`src/rtl/bitwise_logic_unit.sv`:
```
// Bitwise AND/OR/XOR/NOR unit feeding a DEPTH-entry result FIFO, one-cycle latency.
// Optional head-parity output and per-entry parity storage: BITWISE_LOGIC_UNIT_PARITY_EN.

module bitwise_logic_lane (
  input  logic       a,
  input  logic       b,
  input  logic [1:0] op,
  output logic       y
);
  always_comb begin
    y = 1'b0;
    case (op)
      2'b00: y = a & b;
      2'b01: y = a | b;
      2'b10: y = a ^ b;
      2'b11: y = ~(a | b);
      default: y = 1'b0;
    endcase
  end
endmodule

module bitwise_logic_unit #(
  parameter int WIDTH = 32,
  parameter int DEPTH = 2
) (
  input  logic             clock,
  input  logic             reset_n,
  input  logic             in_valid,
  output logic             in_ready,
  input  logic [WIDTH-1:0] data_operandA,
  input  logic [WIDTH-1:0] data_operandB,
  input  logic [1:0]       ctrl_op,
  output logic             out_valid,
  input  logic             out_ready,
  output logic [WIDTH-1:0] result,
  output logic             isZero,
  output logic [15:0]      op_count
`ifdef BITWISE_LOGIC_UNIT_PARITY_EN
  ,
  output logic             parity
`endif
);
  localparam int PW = (DEPTH > 1) ? $clog2(DEPTH) : 1;
  localparam int CW = PW + 1;

  typedef struct packed {
    logic [WIDTH-1:0] data;
`ifdef BITWISE_LOGIC_UNIT_PARITY_EN
    logic             par;
`endif
  } entry_t;

  entry_t           mem [DEPTH];
  entry_t           wr_entry;
  entry_t           head;
  logic [WIDTH-1:0] op_res;
  logic [CW-1:0]    count_q, count_nxt;
  logic [PW-1:0]    wr_ptr_q, rd_ptr_q;
  logic             in_ready_q;
  logic [15:0]      op_count_q;
  logic             accept, pop;

  for (genvar i = 0; i < WIDTH; i++) begin : g_lane
    bitwise_logic_lane u_lane (
      .a  (data_operandA[i]),
      .b  (data_operandB[i]),
      .op (ctrl_op),
      .y  (op_res[i])
    );
  end

  function automatic logic [PW-1:0] ptr_inc(input logic [PW-1:0] p);
    return (p == PW'(DEPTH - 1)) ? '0 : p + PW'(1);
  endfunction

  assign accept = in_valid & in_ready_q;
  assign pop    = (count_q != '0) & out_ready;

  always_comb begin
    count_nxt = count_q;
    case ({accept, pop})
      2'b10:   count_nxt = count_q + CW'(1);
      2'b01:   count_nxt = count_q - CW'(1);
      default: count_nxt = count_q;
    endcase
  end

  always_comb begin
    wr_entry      = '0;
    wr_entry.data = op_res;
`ifdef BITWISE_LOGIC_UNIT_PARITY_EN
    wr_entry.par  = ^op_res;
`endif
  end

  // in_ready is a register of the next occupancy, so out_ready never reaches it combinationally
  always_ff @(posedge clock or negedge reset_n) begin
    if (!reset_n) begin
      count_q    <= '0;
      wr_ptr_q   <= '0;
      rd_ptr_q   <= '0;
      in_ready_q <= 1'b0;
      op_count_q <= '0;
    end else begin
      count_q    <= count_nxt;
      in_ready_q <= (count_nxt < CW'(DEPTH));
      if (accept) begin
        wr_ptr_q <= ptr_inc(wr_ptr_q);
        if (op_count_q != 16'hFFFF) op_count_q <= op_count_q + 16'd1;
      end
      if (pop) rd_ptr_q <= ptr_inc(rd_ptr_q);
    end
  end

  // Storage needs no reset: nothing is visible unless count says the entry is live
  always_ff @(posedge clock) begin
    if (accept) mem[wr_ptr_q] <= wr_entry;
  end

  assign head      = mem[rd_ptr_q];
  assign in_ready  = in_ready_q;
  assign out_valid = (count_q != '0);
  assign result    = out_valid ? head.data : '0;
  assign isZero    = out_valid & (head.data == '0);
  assign op_count  = op_count_q;
`ifdef BITWISE_LOGIC_UNIT_PARITY_EN
  assign parity    = out_valid & head.par;
`endif

endmodule

```
`config.mk`:
```
export PLATFORM = sky130hd
export DESIGN_NAME = bitwise_logic_unit
export DESIGN_NICKNAME = d
export VERILOG_FILES = /design/src/rtl/bitwise_logic_unit.sv
export SDC_FILE = /design/constraint.sdc
export NUM_CORES = 1
export LEC_CHECK = 0
export ABC_AREA = 1
export ABC_CLOCK_PERIOD_IN_PS = 2850
export CORE_MARGIN = 3
export CORE_UTILIZATION = 45
export DETAILED_ROUTE_END_ITERATION = 12
export PLACE_DENSITY = 0.7
export SLEW_MARGIN = 30
export SYNTH_ARGS = -nofsm -noshare
export SYNTH_HDL_FRONTEND = slang
export SYNTH_SLANG_ARGS = --single-unit
export TNS_END_PERCENT = 30
```
`constraint.sdc`:
```
create_clock -name clock -period 2.85 [get_ports clock]
set_input_delay 0.57 -clock clock [delete_from_list [all_inputs] [get_ports clock]]
set_output_delay 0.57 -clock clock [all_outputs]
set_load 0.005 [all_outputs]
```
==> run metrics, run 1 <==
number of nets at the end of the flow=919; cell row count=40; Max Fanout on Critical Path=15; first-pass GRT wire length=23520 um; initial core utilization=47.08%; share of the synthesized area in the top cell type=between 30% and 40%; Total GRT Usage=approximately a fifth; maximum number of pins on one net before global-route repair=65; synth top area cells=sky130_fd_sc_hd__edfxtp_1 33%, sky130_fd_sc_hd__ha_1 14%, sky130_fd_sc_hd__nand3_1 9.2%; max frequency=373.3 MHz; synth-to-layout area growth=30.75%; syn nets=805; clock net sink count=85; via count normalized by instance count=5.280; total count of max-transition violations in the final report=0; result of the run=finished, final reports clean; Inserted Clock Buffers=9; Switching Share=34.10%; CTS clock-pin slew for the worst setup and hold paths=0.06 ns; register area share after synthesis=42.39%; combinational power share=44.4%; fraction of the core area covered by cells at the end of the flow=61.56%; vias after detailed routing=5042; insertion delay to the later sink of the worst-skew pair=0.33 ns; relative contribution of the clock network to total power=22.5%; clock tree from TritonCTS=yes; Detailed Routing Iterations Pass 1=4; worst setup path start=rd_ptr_q; Core Region=about 12000 um^2; mean post-synth cell area=8.629 um^2; WL/cell=15.27 um; htree depth=3; slew at the pin closest to its max-slew limit=0.8246 ns; cell area after synthesis=5773 um^2; share of layout cells above drive strength 1=7.624%; portion of total power attributed to sequential cells=about a third; floorplan die width=119.3 um; root cell of the clock tree=sky130_fd_sc_hd__clkbuf_16; required time of the critical path=2.28 ns; Worst Hold Launch=count_q[0]; largest area contributor in the synthesized netlist=sky130_fd_sc_hd__edfxtp_1; total global routing overflow=0; ant diodes=0; vertical extent of the die=119.3 um; distinct cell type count of the synthesized netlist=30; number of primary I/O pins=~120; total internal power=3540 uW; headroom to the max-slew limit=45.02%; power dissipated by switching net loads=~1800 uW; Layout Skew=0.004162 ns; final setup TNS=0 ns; routed wire length=14590 um; Power Dens Cells=711.6 nW/um^2; final-layout fill cell count=around 1000; final weighted congestion in routability-driven placement=0.8414; die area=14220 um^2; RSZ-0062 raised after global routing=false; sort of element at the start of the critical path=register; count of antenna-violating nets left after detailed routing=0; Warnings, synthesis=0; CP Data Arrival Time=2.11 ns; number of enable-type register cells in the synthesized netlist=64; Final Hold Viols=0; worst vdd rail ir drop=~340 uV; Final HPWL DP=approximately 10000 um; gate count of the mapped netlist=669; starting DRC count in detailed routing=between 200 and 250; leading cell types by count after synthesis=138 x sky130_fd_sc_hd__nand2_1, 106 x sky130_fd_sc_hd__nand3_1, 80 x sky130_fd_sc_hd__inv_1; cell with the most instances after synthesis=sky130_fd_sc_hd__nand2_1; antenna violations before repair=0; clk buf depth=2; Leakage=0.003297 uW; IO buf count=120; Residual DRC=0; Primary FF master, synth=sky130_fd_sc_hd__edfxtp_1; Post-synth ARST share=24.71%; fin crit share=94.00%; via count of the first global-routing pass=4899; class of the tightest hold or removal check=reg2reg; class of the most critical setup path=reg2out; # setup viols final=0; count of hold buffers inserted by post-cts repair=0; number of maximum-capacitance violations=0; kind of end point of the critical path=output port; clock period minus worst slack=2.679 ns; flip-flop and latch count after synthesis=85
[state kept, by name, summed over array words and instances, names as in the netlist, named ones only]
name and flops:
count_q 1, op_count 16, rd_ptr_q 1, mem 64
in_ready 1, wr_ptr_q 1
[power groups by stage]
stage          Clock (uW)  Combinational [uW]  Sequential (uW)
6_report             1210                2390             1780
3_3_place_gp            0                2150             1750
5_1_grt              1280                2620             1800
3_5_place_dp            0                2210             1760
4_1_cts              1230                2230             1740
2_1_floorplan           0                1140             1740
[cell families (layout without fill, tap and decap cells)]
logic type / count (synthesis) / after routing / synth area share, %
and+or+nand+nor: 320 / 320 / 25.01
buffers and inverters: 120 / 238 / 8.474
DFF: 85 / 85 / 42.39
AOI/OAI and AO/OA: 68 / 68 / 8.301
adders and majority gates: 66 / 66 / 14.30
xor gates and xnor gates: 10 / 10 / 1.517
[through the flow]
step                      setup slack (ns)  hold slack [ns]  power [uW]  area (um^2)  instances
final                               0.1709           0.5309        5372         7548        955
after global routing                0.1021           0.5745        5706         7548        955
after floorplan                     0.3970           0.2744        2872         5773        669
after detailed placement            0.3818           0.5228        3965         7107        934
after CTS                         0.009717           0.5346        5191         7411        949
after global placement              0.4287           0.5132        3903         7107        934
[metal layers]
metal / part of all wire (%) / track usage (%) / wire [um] / vias to the layer above
met5: 0 / 0 / 0 / -
met4: 1.5 / 6.155 / 216 / 0
met3: 4.8 / 3.229 / 700 / 13
met2: 49 / 34.65 / 7205 / 150
met1: 44 / 26.84 / 6464 / 2387
li1: - / - / - / 2492
[cell type report]
class / count / area (um^2) / area share [%]
Sequential cell: 85 / 2451 / 32.47
Clock inverter: 6 / 78.83 / 1.044
Inverter: 85 / 332.8 / 4.409
Clock buffer: 9 / 225.2 / 2.984
Timing Repair inverter: 2 / 17.52 / 0.2321
Tap cell: 168 / 210.2 / 2.785
Multi-Input combinational cell: 464 / 2863 / 37.92
Timing Repair Buffer: 136 / 1370 / 18.15
[cell usage in the layout (no fill, tap or decap), types with 4 or more instances in the layout]
master,count
sky130_fd_sc_hd__inv_1,80
sky130_fd_sc_hd__o2111ai_1,32
sky130_fd_sc_hd__ha_1,66
sky130_fd_sc_hd__clkdlybuf4s50_1,118
sky130_fd_sc_hd__nand2_1,138
sky130_fd_sc_hd__dfrtp_1,20
sky130_fd_sc_hd__clkbuf_16,11
sky130_fd_sc_hd__xor2_1,7
sky130_fd_sc_hd__edfxtp_1,64
sky130_fd_sc_hd__nor2_1,46
sky130_fd_sc_hd__o21ai_2,10
sky130_fd_sc_hd__nor2_2,4
sky130_fd_sc_hd__a21oi_1,21
sky130_fd_sc_hd__buf_4,12
sky130_fd_sc_hd__nand3_1,106
sky130_fd_sc_hd__or2_1,11
[final timing paths]
path / to / slack (ns) / cells past startpoint
max in group asynchronous: rd_ptr_q / 2.00 / 2
min in group asynchronous: op_count[5] / 0.60 / 2
worst min-delay path: count_q[0] / 0.53 / 1
worst min register to register: count_q[0] / 0.53 / 1
worst max register to register: in_ready / 1.01 / 8
worst max-delay path: result[29] / 0.17 / 5
[worst max-delay path, stage by stage, from the launching register on]
cell                              delay (ns)
sky130_fd_sc_hd__dfrtp_4                0.57
sky130_fd_sc_hd__buf_4                  0.18
sky130_fd_sc_hd__inv_6                  0.15
sky130_fd_sc_hd__nand2_1                0.09
sky130_fd_sc_hd__a21oi_1                0.23
sky130_fd_sc_hd__clkdlybuf4s50_1        0.55
[what timing repair did]
| item | 4_1_cts | 5_1_grt |
|---|---|---|
| endpoints found under the hold margin | 0 | 0 |
| gates resized for setup | 0 | 17 |
| setup endpoints to repair | 0 | 2 |
| buffers inserted | 0 | 2 |
Power figures use the tool's default switching activity.
==> run 2: changes to the inputs <==
--- a/config.mk
+++ b/config.mk
@@ -8,9 +8,10 @@
 export ABC_AREA = 1
 export ABC_CLOCK_PERIOD_IN_PS = 2850
 export CORE_MARGIN = 3
-export CORE_UTILIZATION = 45
+export CORE_UTILIZATION = 52
 export DETAILED_ROUTE_END_ITERATION = 12
-export PLACE_DENSITY = 0.7
+export PLACE_DENSITY = 0.79
+export RECOVER_POWER = 100
 export SLEW_MARGIN = 30
 export SYNTH_ARGS = -nofsm -noshare
 export SYNTH_HDL_FRONTEND = slang
==> run metrics, run 2 (synthesis results as in run 1) <==
total count of max-transition violations in the final report=0 (unchanged); CTS clock-pin slew for the worst setup and hold paths=0.09 ns (+0.03 ns); antenna violations before repair=0 (unchanged); count of hold buffers inserted by post-cts repair=0 (unchanged); initial core utilization=54.69% (+7.6 points); number of primary I/O pins=121 (unchanged); commonest cells after routing, fill and taps aside=139 x sky130_fd_sc_hd__nand2_1, 107 x sky130_fd_sc_hd__nand3_1, 92 x sky130_fd_sc_hd__clkdlybuf4s50_1; vertical extent of the die=111.4 um (-6.6%); first-pass GRT wire length=22690 um (-3.5%); WL/cell=15.20 um (-0.50%); vias after detailed routing=5104 (+1.2%); final weighted congestion in routability-driven placement=0.8459 (+0.53%); ant diodes=0 (unchanged); sort of element at the start of the critical path=register; headroom to the max-slew limit=21.46% (-24 points); root cell of the clock tree=sky130_fd_sc_hd__clkbuf_8; DP Worst Slack=0.3733 ns (-0.008490 ns); IO buf count=120 (unchanged); insertion delay to the later sink of the worst-skew pair=0.36 ns (+0.03 ns); class of the most critical setup path=reg2out; Max Fanout on Critical Path=15 (unchanged); slew at the pin closest to its max-slew limit=1.178 ns (+0.3535 ns); # setup viols final=0 (unchanged); clk buf depth=2 (unchanged); routed wire length=13930 um (-4.5%); synth-to-layout area growth=25.96%; multi-input combinational cell area=2834 um^2 (-1.0%); post-route worst setup slack=0.2222 ns (+0.05126 ns); class of the tightest hold or removal check=reg2reg; via count normalized by instance count=5.566 (+5.4%); starting DRC count in detailed routing=410 (+69%); Detailed Routing Iterations Pass 1=5 (+1); kind of end point of the critical path=output port; via count of the first global-routing pass=4810 (-1.8%); cell row count=37 (-7.5%); Layout Skew=0.01204 ns (+0.007874 ns); Total GRT Usage=22.44% (+2.0 points); required time of the critical path=2.28 ns (about the same); Core Region=10560 um^2 (-14%); Final HPWL DP=10420 um (-0.23%); Inserted Clock Buffers=9 (unchanged); CP Data Arrival Time=2.06 ns (-0.05 ns); Leakage=0.003253 uW (-1.3%); max FFs per register=64 (unchanged); number of maximum-capacitance violations=0 (unchanged); count of antenna-violating nets left after detailed routing=0 (unchanged); result of the run=finished, final reports clean; clock period minus worst slack=2.628 ns (-0.05126 ns); Residual DRC=0 (unchanged); floorplan die width=111.4 um (-6.6%); die area=12400 um^2 (-13%); Power Dens Cells=660.5 nW/um^2 (-7.2%); area used by sequential logic in the layout=2447 um^2 (-0.15%); RSZ-0062 raised after global routing=false; fin crit share=92.21% (-1.8 points); Top reg by flops=mem; clock net sink count=85 (unchanged); share of layout cells above drive strength 1=6.146% (-1.5 points); number of nets at the end of the flow=912 (-0.76%); maximum number of pins on one net before global-route repair=65 (unchanged); Final Hold Viols=0 (unchanged); final setup TNS=0 ns (unchanged); commonest non-fill, non-tap cell in the layout=sky130_fd_sc_hd__nand2_1; final-layout fill cell count=819 (-20%); max frequency=380.5 MHz (+2.0%); worst vdd rail ir drop=419.1 uV (+22%); clock tree from TritonCTS=yes; total global routing overflow=0 (unchanged); htree depth=3 (unchanged)
-- run 2: worst paths after layout --
kind / from / endpoint / slack, ns / cells after the start
hold / removal: op_count[15] / op_count[15] / 0.53 / 2
setup reg to reg: count_q[0] / in_ready / 0.81 / 8
max in group asynchronous: reset_n / op_count[3] / 1.18 / 2
min in group asynchronous: reset_n / op_count[5] / 0.97 / 2
setup / recovery: count_q[0] / result[16] / 0.22 / 4
hold reg to reg: op_count[15] / op_count[15] / 0.53 / 2
-- run 2: power breakdown --
part           switching (uW)  total (uW)  internal (uW)
Clock                     420         900            480
Combinational            1160        2160           1000
Sequential                121        1740           1620
Total                    1700        4800           3110
-- run 2: worst max-delay path: stages (launching register included) --
cell and delay [ns]:
sky130_fd_sc_hd__dfrtp_1 0.43, sky130_fd_sc_hd__nor2_2 0.34, sky130_fd_sc_hd__buf_4 0.28, sky130_fd_sc_hd__a21oi_1 0.07, sky130_fd_sc_hd__dlygate4sd3_1 0.58
-- run 2: final cells by class --
class	instances	area share, %
clock buffers	11	2.237
multi-input cells	464	38.97
repair buffers	131	17.57
flip-flops and latches	85	33.65
clock inverters	5	0.7743
inverters	85	4.456
well taps	136	2.340
-- run 2: per-stage QoR --
stage               cell area [um^2]  std cells  hold slack, ns  util (%)  total power, uW
global route                    7272        917          0.5695     68.90             5134
floorplan                       5773        669          0.2744         -             2872
finish                          7272        917          0.5326     68.90             4803
CTS                             7284        917          0.5376     69.01             4865
global placement                7059        901          0.5035     66.88             3867
detailed placement              7059        901          0.5196     66.88             3951
-- run 2: repair_timing --
item,in CTS,in global routing
resized for setup,2,7
buffers inserted,0,0
endpoints found under the setup margin,1,1
gates cloned,0,0
-- run 2: layer usage --
| layer | wire length [um] | track usage, % | share of wire (%) |
|---|---|---|---|
| met1 | 5915 | 29.62 | 42 |
| met2 | 6923 | 38.00 | 50 |
| met3 | 900 | 4.022 | 6.5 |
| met4 | 195 | 6.650 | 1.4 |
| met5 | 0 | 0 | 0 |
